`src/rtl/store_buffer.sv`:
```
`timescale 1ns/1ps
// store_buffer: posted-write buffer between an SRAM-like CPU port and an AXI
// bridge. Stores are acknowledged as soon as they are queued and drained in
// order; loads go to memory only once the buffer is empty, so a load always
// observes every earlier store without any forwarding logic.
module store_buffer #(
  parameter int DEPTH = 4
) (
  input  logic        clk,
  input  logic        rst,
  // CPU side
  input  logic        cpu_req,
  input  logic        cpu_wr,
  input  logic        cpu_uncached,
  input  logic [1:0]  cpu_size,
  input  logic [31:0] cpu_addr,
  input  logic [31:0] cpu_wdata,
  output logic        cpu_addr_ok,
  output logic        cpu_data_ok,
  output logic [31:0] cpu_rdata,
  // memory (bridge) side
  output logic        mem_req,
  output logic        mem_wr,
  output logic        mem_uncached,
  output logic [1:0]  mem_size,
  output logic [31:0] mem_addr,
  output logic [31:0] mem_wdata,
  input  logic        mem_addr_ok,
  input  logic        mem_data_ok,
  input  logic [31:0] mem_rdata
);

  localparam int PW = $clog2(DEPTH);
  localparam logic [PW:0] CNT_FULL = (PW+1)'(DEPTH);

  typedef enum logic [2:0] {
    IDLE,
    DRAIN_REQ,
    DRAIN_WAIT,
    READ_REQ,
    READ_WAIT
  } state_t;

  state_t state, state_nxt;

  // FIFO storage and bookkeeping
  logic [1:0]  size_mem  [DEPTH];
  logic [31:0] addr_mem  [DEPTH];
  logic [31:0] wdata_mem [DEPTH];
  logic        unc_mem   [DEPTH];
  logic [PW-1:0] head, tail;
  logic [PW:0]   count;

  // Captured load request, replayed toward memory in READ_REQ
  logic [1:0]  rd_size;
  logic [31:0] rd_addr;
  logic        rd_unc;

  logic wr_ack;
  logic wr_window, push, pop, rd_accept;

  // Handshake decodes. Full is judged on the registered count, so a pop in the
  // same cycle never opens a slot for a push at count == DEPTH.
  always_comb begin
    wr_window = (state == IDLE) || (state == DRAIN_REQ) || (state == DRAIN_WAIT);
    push      = !rst && cpu_req && cpu_wr && (count != CNT_FULL) && wr_window;
    rd_accept = !rst && cpu_req && !cpu_wr && (state == IDLE) && (count == '0);
    pop       = (state == DRAIN_WAIT) && mem_data_ok;
  end

  // State register
  // NOTE: clocked processes use non-blocking assignments so every register
  // samples pre-edge values regardless of process evaluation order.
  always_ff @(posedge clk or posedge rst) begin
    if (rst) state <= IDLE;
    else     state <= state_nxt;
  end

  // Next-state and output decode
  always_comb begin
    // NOTE: every output gets a default first so no path leaves a signal
    // unassigned, which would otherwise infer a latch.
    state_nxt    = state;
    cpu_addr_ok  = push || rd_accept;
    cpu_data_ok  = wr_ack;
    cpu_rdata    = '0;
    mem_req      = 1'b0;
    mem_wr       = 1'b0;
    mem_uncached = 1'b0;
    mem_size     = '0;
    mem_addr     = '0;
    mem_wdata    = '0;
    unique case (state)
      IDLE: begin
        if (count != '0)    state_nxt = DRAIN_REQ;
        else if (rd_accept) state_nxt = READ_REQ;
      end
      DRAIN_REQ: begin
        mem_req      = 1'b1;
        mem_wr       = 1'b1;
        mem_uncached = unc_mem[head];
        mem_size     = size_mem[head];
        mem_addr     = addr_mem[head];
        mem_wdata    = wdata_mem[head];
        if (mem_addr_ok) state_nxt = DRAIN_WAIT;
      end
      DRAIN_WAIT: begin
        if (mem_data_ok) state_nxt = IDLE;
      end
      READ_REQ: begin
        mem_req      = 1'b1;
        mem_uncached = rd_unc;
        mem_size     = rd_size;
        mem_addr     = rd_addr;
        if (mem_addr_ok) state_nxt = READ_WAIT;
      end
      READ_WAIT: begin
        if (mem_data_ok) begin
          cpu_data_ok = 1'b1;
          cpu_rdata   = mem_rdata;
          state_nxt   = IDLE;
        end
      end
      default: state_nxt = IDLE;
    endcase
  end

  // Pointers, occupancy and the one-cycle write acknowledge. Pointers are
  // log2(DEPTH) bits wide, so incrementing past DEPTH-1 wraps to 0 naturally.
  always_ff @(posedge clk or posedge rst) begin
    if (rst) begin
      head   <= '0;
      tail   <= '0;
      count  <= '0;
      wr_ack <= 1'b0;
    end else begin
      wr_ack <= push;
      if (push) tail <= tail + 1'b1;
      if (pop)  head <= head + 1'b1;
      unique case ({push, pop})
        2'b10:   count <= count + 1'b1;
        2'b01:   count <= count - 1'b1;
        default: count <= count;
      endcase
    end
  end

  // Entry storage written at the tail on every accepted store
  // NOTE: the entry array has no reset; count gates every read of it, so
  // stale contents are never observed and the array can map to plain RAM.
  always_ff @(posedge clk) begin
    if (push) begin
      size_mem[tail]  <= cpu_size;
      addr_mem[tail]  <= cpu_addr;
      wdata_mem[tail] <= cpu_wdata;
      unc_mem[tail]   <= cpu_uncached;
    end
  end

  // Capture the load request on the cycle it is accepted
  always_ff @(posedge clk or posedge rst) begin
    if (rst) begin
      rd_size <= '0;
      rd_addr <= '0;
      rd_unc  <= 1'b0;
    end else if (rd_accept) begin
      rd_size <= cpu_size;
      rd_addr <= cpu_addr;
      rd_unc  <= cpu_uncached;
    end
  end

endmodule

```
`config.mk`:
```
export PLATFORM = sky130hd
export DESIGN_NAME = store_buffer
export DESIGN_NICKNAME = d
export VERILOG_FILES = /design/src/rtl/store_buffer.sv
export SDC_FILE = /design/constraint.sdc
export NUM_CORES = 1
export LEC_CHECK = 0
export ABC_AREA = 1
export BUFFER_PORTS_ARGS = -buffer_cell sky130_fd_sc_hd__buf_2
export CAP_MARGIN = 25
export CORE_MARGIN = 3
export CORE_UTILIZATION = 55
export CTS_CLUSTER_DIAMETER = 30
export DETAILED_ROUTE_END_ITERATION = 10
export PLACE_DENSITY_LB_ADDON = 0.3
export SLEW_MARGIN = 20
export SYNTH_ARGS = -nofsm -noshare
export SYNTH_HDL_FRONTEND = slang
export SYNTH_SLANG_ARGS = --single-unit
export TNS_END_PERCENT = 10
```
`constraint.sdc`:
```
create_clock -name clk -period 4.89 [get_ports clk]
set_clock_uncertainty 0.2 [all_clocks]
set_input_delay 0.489 -clock clk [delete_from_list [all_inputs] [get_ports clk]]
set_output_delay 0.489 -clock clk [all_outputs]
set_load 0.05 [all_outputs]
```
# After elaboration in Yosys (flattened, before gate mapping)
# Memory sizes are Yosys's and may differ from the RTL's.
# Index checks and enable logic that the tools add are counted.
# op_classes
n_addsub	4
multipliers	0
div_mod_pow	0
order_cmp	0
n_eq_ne	11
shifts	0
mux	19
bitwise	0
n_reduce_logical	20
# op_table
op	count
2-to-1 mux 32 bit	3
case mux 32 bit (2 select lines)	1
2-to-1 mux 3 bit	5
case mux 3 bit (4 select lines)	1
logical AND 1 bit	8
equality test 3 x 2 -> 1 bit, second input constant	2
zero test 3 bit	2
2-to-1 mux 1 bit	6
case mux 3 bit (2 select lines)	1
adder 2 x 1 -> 2 bit, second input constant	2
!= test 2 bit, second input constant	2
case mux 2 bit (2 select lines)	1
AND reduction 4 bit	1
OR reduction 2 bit	2
adder 3 x 1 -> 3 bit, second input constant	1
equality test 3 x 1 -> 1 bit, second input constant	1
equality test 3 bit, second input constant	1
logical OR 1 bit	3
!= test 3 x 2 -> 1 bit, second input constant	1
!= test 3 bit, second input constant	1
nonzero test 3 bit	1
subtractor 3 x 1 -> 3 bit, second input constant	1
equality test 2 x 1 -> 1 bit, second input constant	1
equality test 2 bit, second input constant	1
other kinds (4)	5
# totals
reg_bits	46
latchBits	0
ramBits	268
romBits	0
inputBits	105
output_inout_bits	103
word_cells	66
mem_count	4
# memory_table
memory	words	width	rd	rd_clocked_by_memory_dff	write_ports	line_no	text
addr_mem	4	32	1	0	1	48	logic [31:0] addr_mem [DEPTH];
wdata_mem	4	32	1	0	1	49	logic [31:0] wdata_mem [DEPTH];
size_mem	4	2	1	0	1	47	logic [1:0] size_mem [DEPTH];
unc_mem	4	1	1	0	1	50	logic unc_mem [DEPTH];

# Depth between registers and ports, before layout
# logic_depth
word_depth	8
ltp_mapped	10
mapped_depth_nobuf	10

# Worst setup path after synthesis
# OpenSTA, ideal clock, no wires.
# synth_path
kind	input to register
from	input rst
to	memory addr_mem[0][0] (enable)
setup_ps	493
t_arrival_ps	4777
t_required_ps	4197
slack_ps	-580
cell_stages	5
path_buffers	0
path_cell_list	inv_1 nand2_1 nor3_1 nand3_2 nor2_1
# synth_via
elab_chain_cells	7
# synth_rtl
element	line_no	text
start: declaration	10	input logic rst,
zero test 1 bit (no source line)	-	
logical AND 1 bit (4 in series)	66	push = !rst && cpu_req && cpu_wr && (count != CNT_FULL) && wr_window;
2-to-1 mux 1 bit	152	if (push) begin
2-to-1 mux 1 bit (not written as such)	154	addr_mem[tail] <= cpu_addr;
end: declaration	48	
# Every way passes these cells.

# Worst setup path after layout
# layout_path
from	register head[0]
to	output mem_wdata[20]
# layout_via
elab_chain_cells	2
# layout_rtl
element	line_no	text
start: declaration	51	logic [PW-1:0] head, tail;
start signal: assignment	139	if (pop) head <= head + 1'b1;
memory (4 x 32 bit)	-	
2-to-1 mux 32 bit	93	unique case (state)
end: declaration	27	output logic [31:0] mem_wdata,
# Every way passes these cells.

==> results.json <==
{
  "root_buffer": "clkbuf_16",
  "min_to": "state[0]",
  "drtIter0Drc": 721,
  "vdd_drop_max_mv": 0.416,
  "htree_levels": 2,
  "final_util": 0.737,
  "hold_depth": 4,
  "most-common-layout-cells": "nand2_1 (298), edfxtp_1 (268), buf_2 (207), nor2_1 (166), nand3_1 (111)",
  "crit_fanout": 95,
  "r2r-start": "state[2]",
  "drive_above_1_share": 0.244,
  "die_w_um": 161,
  "synth.avg_cell_area_um2": 11.2,
  "drtAntennaViolNets": 0,
  "grt.met2_usage": 0.424,
  "hold_violations": 0,
  "core_area_mm2": 0.0231,
  "arrival_ps": 3210,
  "final.fill_count": 1490,
  "fp.dieH_um": 161,
  "numCtsBuffers": 53,
  "cp_slowest_stage_delay_ps": 840,
  "cp-start-kind": "register",
  "drc": 0,
  "worstHoldPathType": "primary input to register",
  "ys_warn_count": 0,
  "synth-edff-count": 268,
  "setup_viol": 0,
  "synthCells": 1174,
  "place.detailed.hpwl_um": 16600,
  "portBuffers": 207,
  "yosys.area.top_type": "edfxtp_1",
  "synthToLayoutAreaGrowth_pct": 29.5,
  "wl_per_cell_um": 17.2,
  "r2r_cells": 4,
  "dieArea_mm2": 0.0258,
  "yosysTopAreaCellShare": 0.613,
  "gr-max-usage-layer": "met2",
  "antenna_found_initial": 0,
  "dpl.cell_count": 1639,
  "cts_hold_buffers": 68,
  "grt_pass1_vias": 9779,
  "dr_total_vias": 9613,
  "crit_chain": "buf_4 -> nor2_1 -> nor2_1 -> o21ai_0 -> a21oi_1 -> buf_2",
  "row_count": 55,
  "drt_first_pass_iters": 5,
  "synth-seq-cells": 314,
  "layout_commonest_cell": "nand2_1",
  "placed_area_mm2": 0.0143,
  "clk_path_buf_depth": 3,
  "end_kind": "output pin",
  "required_ps": 4200,
  "critPathBufInv": 2,
  "grt_use_total": 0.240,
  "cts_setup_buffers": 0,
  "overflow": 0,
  "hold_path.startpoint": "mem_addr_ok",
  "maxSlewViolCount": 0,
  "r2r_end": "wdata_mem[2][5]",
  "use_met3": 0.0493,
  "crit_type": "register to output pin",
  "synth_area_leaders": "edfxtp_1 (61%), dfrtp_1 (8.8%), nand2_1 (8.5%), nor2_1 (4.9%), nand3_1 (4.2%)",
  "synth_seq_area_share": 0.701,
  "start_util": 0.570,
  "nets": 1562,
  "cts_tree": "done",
  "postLayoutCellArea_mm2": 0.0170,
  "synth.distinct_cells": 28,
  "syn-cell-area_mm2": 0.0131,
  "clkTransAtPathRegs_ps": 50,
  "cpMostUsedCell": "nor2_1",
  "grt_first_pass_wirelength_um": 49500,
  "ios": 208,
  "post_cts_resized": 0,
  "rsz0062_at_grt": "no",
  "seqCellArea_mm2": 0.00920,
  "routed_via_density": 5.31,
  "syn_nets": 1285,
  "synthArstFlopShare": 0.146,
  "grt_max_degree": 96,
  "fmax_mhz": 256,
  "p_leak_uw": 0.00708,
  "status": "completed",
  "multiInputGateArea_mm2": 0.00337,
  "relSlewSlack": 0.320,
  "regToRegSetupSlack_ps": 2040,
  "maxCapViolCount": 0,
  "synth_ff_type": "edfxtp_1",
  "antenna_cells": 0,
  "p_per_area_mw_per_mm2": 648,
  "final_cells": 1809,
  "worst_pin_slew_ps": 1020,
  "clock_insertion_delay_worst_skew_ps": 540,
  "numClockSinks": 314,
  "min_period_ps": 3900,
  "gp_congestion": 0.726,
  "crit_family": "buffers and inverters",
  "power_uw": 11000,
  "wirelength_um": 31100,
  "use_met1": 0.291,
  "critPathSlowestCell": "buf_4",
  "min_period_over_period": 0.798,
  "fin_tns_setup_ps": 0
}
kinds of logic (layout without fill, tap and decap cells):
kind of cell	after synthesis	count (layout)	synth area share
AND/OR/NAND/NOR	590	590	0.184
buffers and inverters	125	447	0.0453
adder cells (fa/ha/maj)	6	6	0.00629
XOR/XNOR	3	3	0.00200
AO/OA/AOI/OAI	136	136	0.0620
flip-flops	314	314	0.701
metal layers:
| layer | wire length (µm) | share of wire |
|---|---|---|
| met1 | 12300 | 0.39 |
| met2 | 15900 | 0.51 |
| met3 | 2220 | 0.071 |
| met4 | 740 | 0.024 |
| met5 | 0 | 0 |
cell usage after synthesis, types with 5 or more instances:
cell	count
o21ai_2	35
nand2_1	299
clkbuf_1	20
ha_1	5
edfxtp_1	268
buf_6	10
o21ai_1	9
inv_1	52
o21ai_0	57
dfrtp_1	46
buf_2	31
a21oi_1	34
inv_2	5
nor2_1	170
nand3_1	111
registers in the layout, summed over array words and instances (netlist names):
register   count
wdata_mem    128
rd_addr       32
unc_mem        4
tail           2
state          3
head           2
addr_mem     128
rd_unc         1
size_mem       8
rd_size        2
count          3
wr_ack         1
power breakdown:
part	switching [µW]	internal, µW	leakage, µW
registers	193	3200	0.00301
logic	2790	908	0.00316
clock network	1260	2650	0.000918
metrics by stage:
| step | hold WS (ps) | worst slack [ps] |
|---|---|---|
| global placement | 264 | 1720 |
| finish | 78.7 | 987 |
| floorplan | 255 | -580 |
| detailed placement | 268 | 1640 |
| global route | 103 | 778 |
| CTS | 55.7 | 993 |
worst max path at each step:
stage             from              to  slack (ps)  depth (start not counted)
2_1_floorplan      rst  addr_mem[0][0]        -580                          5
3_3_place_gp   head[0]    mem_addr[31]        1720                          7
3_5_place_dp   head[0]    mem_addr[26]        1640                          7
4_1_cts        head[0]   mem_wdata[20]         990                          6
5_1_grt        head[0]   mem_wdata[20]         780                          6
6_report       head[0]   mem_wdata[20]         990                          6
area by class of cell:
| cell class | count | area share |
|---|---|---|
| Sequential cell | 314 | 0.541 |
| Multi-Input combinational cell | 735 | 0.198 |
| Timing Repair Buffer | 290 | 0.111 |
| Clock buffer | 66 | 0.0833 |
| Clock inverter | 34 | 0.0304 |
| Tap cell | 313 | 0.0230 |
| Inverter | 57 | 0.0127 |
worst min-delay path, stage by stage:
cell	delay, ps
buf_2	80
nor3_1	50
inv_1	90
nand2_1	60
No activity file was read; power rests on OpenSTA's default activity.
